`src/rtl/rca_pkg.sv`:
```
// Shared constants and FSM encoding for the nibble-serial adder.
package rca_pkg;

    localparam int NIBBLE_W = 4;

    // 2'd3 is unused; the adder treats it as IDLE.
    typedef enum logic [1:0] {
        ST_IDLE = 2'd0,
        ST_ADD  = 2'd1,
        ST_DONE = 2'd2
    } state_t;

endpackage

```
`src/rtl/rca.sv`:
```
// Purely combinational 4-bit ripple-carry adder core.
module rca
    import rca_pkg::*;
(
    input  logic [NIBBLE_W-1:0] a,
    input  logic [NIBBLE_W-1:0] b,
    input  logic                c_in,
    output logic [NIBBLE_W-1:0] s,
    output logic                c_out
);

    logic [NIBBLE_W:0] carry;

    assign carry[0] = c_in;

    generate
        for (genvar gi = 0; gi < NIBBLE_W; gi++) begin : g_fa
            assign s[gi]         = a[gi] ^ b[gi] ^ carry[gi];
            assign carry[gi + 1] = (a[gi] & b[gi]) | (carry[gi] & (a[gi] ^ b[gi]));
        end
    endgenerate

    assign c_out = carry[NIBBLE_W];

endmodule

```
`src/rtl/rca_serial_adder.sv`:
```
// WIDTH-bit adder that reuses one 4-bit ripple-carry core, one nibble per cycle,
// LSB first, with valid/ready handshakes on operands and result.
module rca_serial_adder
    import rca_pkg::*;
#(
    parameter int WIDTH = 16
) (
    input  logic             clk,
    input  logic             rst,
    input  logic             in_valid,
    output logic             in_ready,
    input  logic [WIDTH-1:0] a,
    input  logic [WIDTH-1:0] b,
    input  logic             c_in,
    output logic             out_valid,
    input  logic             out_ready,
    output logic [WIDTH-1:0] sum,
    output logic             c_out,
    output logic             busy
);

    localparam int NIB   = WIDTH / NIBBLE_W;
    localparam int CNT_W = (NIB > 1) ? $clog2(NIB) : 1;

    state_t             state_reg;
    logic [CNT_W-1:0]   cnt_reg;
    logic               carry_reg;
    logic [WIDTH-1:0]   a_sh_reg;
    logic [WIDTH-1:0]   b_sh_reg;
    logic [WIDTH-1:0]   sum_reg;
    logic               c_out_reg;

    logic [NIBBLE_W-1:0] rca_s;
    logic                rca_c;
    logic [WIDTH-1:0]    sum_next;

    rca u_rca (
        .a     (a_sh_reg[NIBBLE_W-1:0]),
        .b     (b_sh_reg[NIBBLE_W-1:0]),
        .c_in  (carry_reg),
        .s     (rca_s),
        .c_out (rca_c)
    );

    // New nibble enters at the top, so after NIB steps nibble 0 sits at the bottom.
    assign sum_next = WIDTH'({rca_s, sum_reg} >> NIBBLE_W);

    always_ff @(posedge clk) begin
        if (rst) begin
            state_reg <= ST_IDLE;
            cnt_reg   <= '0;
            carry_reg <= 1'b0;
            a_sh_reg  <= '0;
            b_sh_reg  <= '0;
            sum_reg   <= '0;
            c_out_reg <= 1'b0;
        end else begin
            case (state_reg)
                ST_ADD: begin
                    a_sh_reg  <= a_sh_reg >> NIBBLE_W;
                    b_sh_reg  <= b_sh_reg >> NIBBLE_W;
                    sum_reg   <= sum_next;
                    carry_reg <= rca_c;
                    cnt_reg   <= cnt_reg + 1'b1;
                    if (cnt_reg == CNT_W'(NIB - 1)) begin
                        c_out_reg <= rca_c;
                        state_reg <= ST_DONE;
                    end
                end
                ST_DONE: begin
                    if (out_ready) begin
                        state_reg <= ST_IDLE;
                    end
                end
                default: begin
                    if (in_valid) begin
                        a_sh_reg  <= a;
                        b_sh_reg  <= b;
                        carry_reg <= c_in;
                        cnt_reg   <= '0;
                        state_reg <= ST_ADD;
                    end
                end
            endcase
        end
    end

    assign in_ready  = (state_reg != ST_ADD) && (state_reg != ST_DONE);
    assign out_valid = (state_reg == ST_DONE);
    assign busy      = (state_reg == ST_ADD) || (state_reg == ST_DONE);
    assign sum       = sum_reg;
    assign c_out     = c_out_reg;

endmodule

```
`config.mk`:
```
export PLATFORM = sky130hd
export DESIGN_NAME = rca_serial_adder
export DESIGN_NICKNAME = d
export VERILOG_FILES = /design/src/rtl/rca_pkg.sv /design/src/rtl/rca.sv /design/src/rtl/rca_serial_adder.sv
export SDC_FILE = /design/constraint.sdc
export NUM_CORES = 1
export LEC_CHECK = 0
export BUFFER_PORTS_ARGS = -buffer_cell sky130_fd_sc_hd__buf_2
export CAP_MARGIN = 20
export CORE_MARGIN = 8
export CORE_UTILIZATION = 48
export CTS_CLUSTER_SIZE = 8
export DETAILED_ROUTE_END_ITERATION = 10
export MAX_ROUTING_LAYER = met4
export PLACE_DENSITY_LB_ADDON = 0.25
export SYNTH_ARGS = -nofsm -noshare
export SYNTH_HDL_FRONTEND = slang
export SYNTH_SLANG_ARGS = --single-unit
```
`constraint.sdc`:
```
create_clock -name clk -period 2 [get_ports clk]
set_input_delay 0.6 -clock clk [delete_from_list [all_inputs] [get_ports clk]]
set_output_delay 0.6 -clock clk [all_outputs]
set_load 0.02 [all_outputs]
```
Yosys cells after proc, flatten, opt, wreduce, memory -nomap -nowiden
Cells that the tools add are included.
{ "classes": {"addsub": 1, "n_eq_ne": 7, "n_mux": 12, "n_bitwise": 21, "n_reduce_logical": 7} }
{ "op_table": {"columns": ["operator", "count"], "rows": [
  ["16-bit case mux with 2 select lines", 2],
  ["16-bit 2-to-1 mux", 2],
  ["1-bit AND", 8],
  ["2-bit 2-to-1 mux", 4],
  ["2-bit case mux with 2 select lines", 2],
  ["1-bit bitwise XOR", 8],
  ["2-bit == test (second input constant)", 2],
  ["2-bit by 1-bit inequality test with 1-bit output (second input constant)", 2],
  ["2-bit inequality test (second input constant)", 2],
  ["1-bit OR", 4],
  ["2-bit AND reduction", 2],
  ["3-bit AND reduction", 1],
  ["3-bit nonzero test", 1],
  ["2-bit by 1-bit adder with 2-bit output (second input constant)", 1],
  ["2-bit by 1-bit == test with 1-bit output (second input constant)", 1],
  ["1-bit case mux with 2 select lines", 1],
  ["2-bit nonzero test", 1],
  ["1-bit logical AND", 1],
  ["1-bit logical OR", 1],
  ["1-bit 2-to-1 mux", 1],
  ["1-bit inverter", 1]
]} }
{ "totals": {"reg_bits": 54, "input_bits": 37, "word_cells": 55} }

Longest topological paths before layout
{ "depth": {"word_depth": 10, "mapped_depth": 10} }

By module
Synthesis repeated with hierarchy kept, for this count alone.
{ "unflattened": {"hier_cells": 260, "area_unflattened_um2": 2601.2} }
{ "modules_own_cells": {"columns": ["module", "instances", "cells_each", "area_each_um2"], "rows": [
  ["rca_serial_adder", 1, 246, 2483.6],
  ["rca", 1, 14, 117.6]
]} }

Worst setup path before layout
No wires, ideal clock.
{ "synth_path": {"kind": "reg-to-reg", "start": "register carry_reg", "end": "register sum_reg[15], in the netlist sum[15]", "setup_ns": 0.086, "t_arrival_ns": 1.971, "t_required_ns": 1.914, "setup_slack_ns": -0.057, "path_stages_with_launch": 9, "path_buffers": 0, "cell_sequence": "dfxtp_1 fa_1 inv_1 fa_1 inv_1 fa_1 inv_1 fa_1 a211oi_1"} }
{ "synth_between": {"elab_chain_len": 7} }
{ "synth_rtl": {"columns": ["item", "line_no", "text"], "rows": [
  ["start: declaration", "rca_serial_adder.sv:27", "logic carry_reg;"],
  ["start signal: assignment", "rca_serial_adder.sv:63", "carry_reg <= rca_c;"],
  ["start signal: assignment", "rca_serial_adder.sv:79", "carry_reg <= c_in;"],
  ["1-bit AND", "rca.sv:19", "assign carry[gi + 1] = (a[gi] & b[gi]) | (carry[gi] & (a[gi] ^ b[gi]));"],
  ["1-bit OR", "rca.sv:19", null],
  ["1-bit AND", "rca.sv:19", null],
  ["1-bit OR", "rca.sv:19", null],
  ["1-bit AND", "rca.sv:19", null],
  ["1-bit OR", "rca.sv:19", null],
  ["1-bit bitwise XOR", "rca.sv:18", "assign s[gi] = a[gi] ^ b[gi] ^ carry[gi];"],
  ["end signal: assignment", "rca_serial_adder.sv:62", "sum_reg <= sum_next;"],
  ["end: declaration", "rca_serial_adder.sv:30", "logic [WIDTH-1:0] sum_reg;"]
]} }
No other way between the ends.
A chain may end at the register's enable or synchronous reset.

Worst setup path in the final report
Ends and elaborated chain as after synthesis.

==> flow_summary.toml <==
[worst_hold_path]
worstHoldStart = "a_sh_reg[13]$_SDFFE_PP0P_"
whs_endpoint = "a_sh_reg[13]$_SDFFE_PP0P_"
min_path_type = "reg -> reg"
holdPathStages = 2

[cells_and_area]
syn2layout_area_growth_pct = 18.0
seq_area_mm2 = 0.00108
final_common_cell = "buf_2"
fin_nets = 338
final_cell_mix = "buf_2, dfxtp_1, nor2_1, mux2i_1, a211oi_2"
fill_cells = 459
layout-drive-gt1-share_pct = 35.9
insertedDiodeCount = 0
layout.cells.non_filler = 365
final_cell_area_mm2 = 0.00292
multiInputGateArea_mm2 = 0.00125

[floorplanning]
die_x_um = 87.9
dieHeight_um = 87.9
initial_core_util_pct = 49.2
dieArea_mm2 = 0.00772
io_pins = 57
core-area_mm2 = 0.00504
std_cell_rows = 26

[critical_path]
path_class = "reg -> reg"
r2r-start = "carry_reg$_SDFFE_PP0P_"
arrival_ns = 2.27
critPathMaxFanout = 2
start_kind = "flip-flop"
rrSetupSlack_ns = -0.04
timing.rr.end = "sum[15]$_SDFFE_PP0P_"
r2r_cells = 8
critPathCaptureType = "flip-flop"
cp.required_ns = 2.23

[global_routing]
grt_overflow = 0
grt_max_degree = 34
groute.usage.overall_pct = 13.4
grt_pass1_wl_um = 8070
grt_pass1_vias = 1748
grt_antenna_before_repair = 0

[placement]
gp_congestion = 0.700
placedCellCount = 356
port_buffers = 56
dp_hpwl_um = 3570
placed_area_mm2 = 0.00281

[pwr]
vdd_drop_max_mv = 0.470
leakage_nw = 1.23
p_per_area_mw_per_mm2 = 1100

[detailed_routing]
drt_iter0_drc = 91
vias_per_cell = 5.01
routed-via-count = 1830
drt-total-wl_um = 5000
drc = 0
dr.pass1.iters = 4
postRouteAntennaNets = 0
wl_per_cell_um = 13.7

[timing]
setup_violations = 2
slew_viol_final = 0
fmax_mhz = 489
setup_ws_ns = -0.0439
worst_pin_slew_ns = 0.558
rsz0062_at_grt = "yes"
final-hold-violation-count = 0
min_period_ns = 2.04
finalCritPeriodShare_pct = 102
fin_skew_ns = 0.00456
maxSlewHeadroom_pct = 62.8

[clock_network]
cts.sinks = 54
numCtsBuffers = 5
htree_num_levels = 2
clock_path_buffers = 2
clock_latency_ns = 0.30
postCtsHoldBufs = 0
cts_tree = "built"
cts_root_buffer = "clkbuf_8"
clkTransAtPathRegs_ns = 0.09

[status]
status = "complete, but fails checks"
violations = "setup timing"

[logic_synthesis]
ys.flop_type = "dfxtp_1"
syn-num-nets = 286
seq_area_frac_synth_pct = 43.6
synthCells = 242
ys_warn_count = 0
avgSynthCellArea_um2 = 10.2
synth_enable_flop_cells = 0
async_flop_share_pct = 0
synth_area_mm2 = 0.00248
ys_types = 25
yosys_register_bits = 54

[flow_run]
cap_violations = 0
==> critical path: stages (launching register included) <==
cell and delay (ns):
dfxtp_2 0.34, fa_2 0.38, inv_2 0.06, fa_2 0.18, inv_2 0.04, fa_2 0.32, inv_2 0.06, fa_2 0.43
a211oi_2 0.17
==> cells in the mapped netlist, types with 3 or more instances <==
cell | number | area share, %
buf_6 | 5 | 2.3
clkbuf_1 | 3 | 0.45
a21oi_1 | 10 | 2.0
ha_1 | 3 | 1.5
nand2b_1 | 4 | 1.0
fa_1 | 4 | 3.2
buf_2 | 9 | 1.8
dfxtp_1 | 54 | 44
a211oi_2 | 20 | 10
nand3b_1 | 8 | 2.4
nor2_1 | 44 | 6.7
mux2i_1 | 41 | 17
a211oi_1 | 7 | 2.1
inv_1 | 12 | 1.8
nand2_1 | 8 | 1.2
==> per-layer routing <==
metal | global-route usage [%] | vias up | share of wire, %
met5 | - | - | 0
met4 | 3.75 | 0 | 1.1
met3 | 3.66 | 7 | 5.9
met2 | 21.5 | 46 | 47
met1 | 16.0 | 839 | 46
li1 | - | 938 | -
==> worst max-delay path by stage <==
stage | from | to | slack [ns] | cells after the start
floorplan | b_sh_reg[0]$_SDFFE_PP0P_ | sum[15]$_SDFFE_PP0P_ | 0.01 | 8
global placement | b_sh_reg[0]$_SDFFE_PP0P_ | sum[15]$_SDFFE_PP0P_ | -0.04 | 8
detailed placement | a_sh_reg[0]$_SDFFE_PP0P_ | carry_reg$_SDFFE_PP0P_ | -0.06 | 10
CTS | carry_reg$_SDFFE_PP0P_ | sum[15]$_SDFFE_PP0P_ | -0.09 | 8
global route | carry_reg$_SDFFE_PP0P_ | sum[15]$_SDFFE_PP0P_ | -0.15 | 8
finish | carry_reg$_SDFFE_PP0P_ | sum[15]$_SDFFE_PP0P_ | -0.04 | 8
==> area by class of cell <==
| type | instances | area share [%] |
|---|---|---|
| Clock inverter | 1 | 0.171 |
| Inverter | 12 | 1.54 |
| Multi-Input combinational cell | 157 | 42.6 |
| Timing Repair Buffer | 64 | 12.6 |
| Clock buffer | 7 | 2.95 |
| Tap cell | 70 | 3.00 |
| Sequential cell | 54 | 37.1 |
==> logic make-up after synthesis <==
kind of cell | synth area share (%)
simple gates | 11.8
buf+inv | 6.81
fa+ha+maj | 4.75
flops | 43.6
compound gates | 16.5
mux | 16.6
==> power breakdown <==
part	switching [W]	total (W)	internal, W	leakage [nW]
combinational	0.000677	0.00122	0.000547	0.733
sequential	0.000113	0.00138	0.00127	0.445
clock	0.000332	0.000612	0.000280	0.0482
==> per-stage QoR <==
stage	TNS (ns)	setup slack (ns)	hold slack (ns)	power [W]	utilization (%)
5_1_grt	-0.250	-0.149	0.470	0.00343	58.0
6_report	-0.0455	-0.0439	0.458	0.00322	58.0
3_5_place_dp	-0.126	-0.0649	0.450	0.00261	55.8
2_1_floorplan	0	0.0108	0.432	0.00239	-
4_1_cts	-0.138	-0.0857	0.463	0.00324	57.6
3_3_place_gp	-0.0517	-0.0367	0.439	0.00258	55.8
==> what timing repair did <==
action	in CTS	in global routing
resized for setup	2	6
pin swaps	3	3
buffers inserted	0	1
endpoints found under the setup margin	2	3
(Power assumes the default switching activity.)
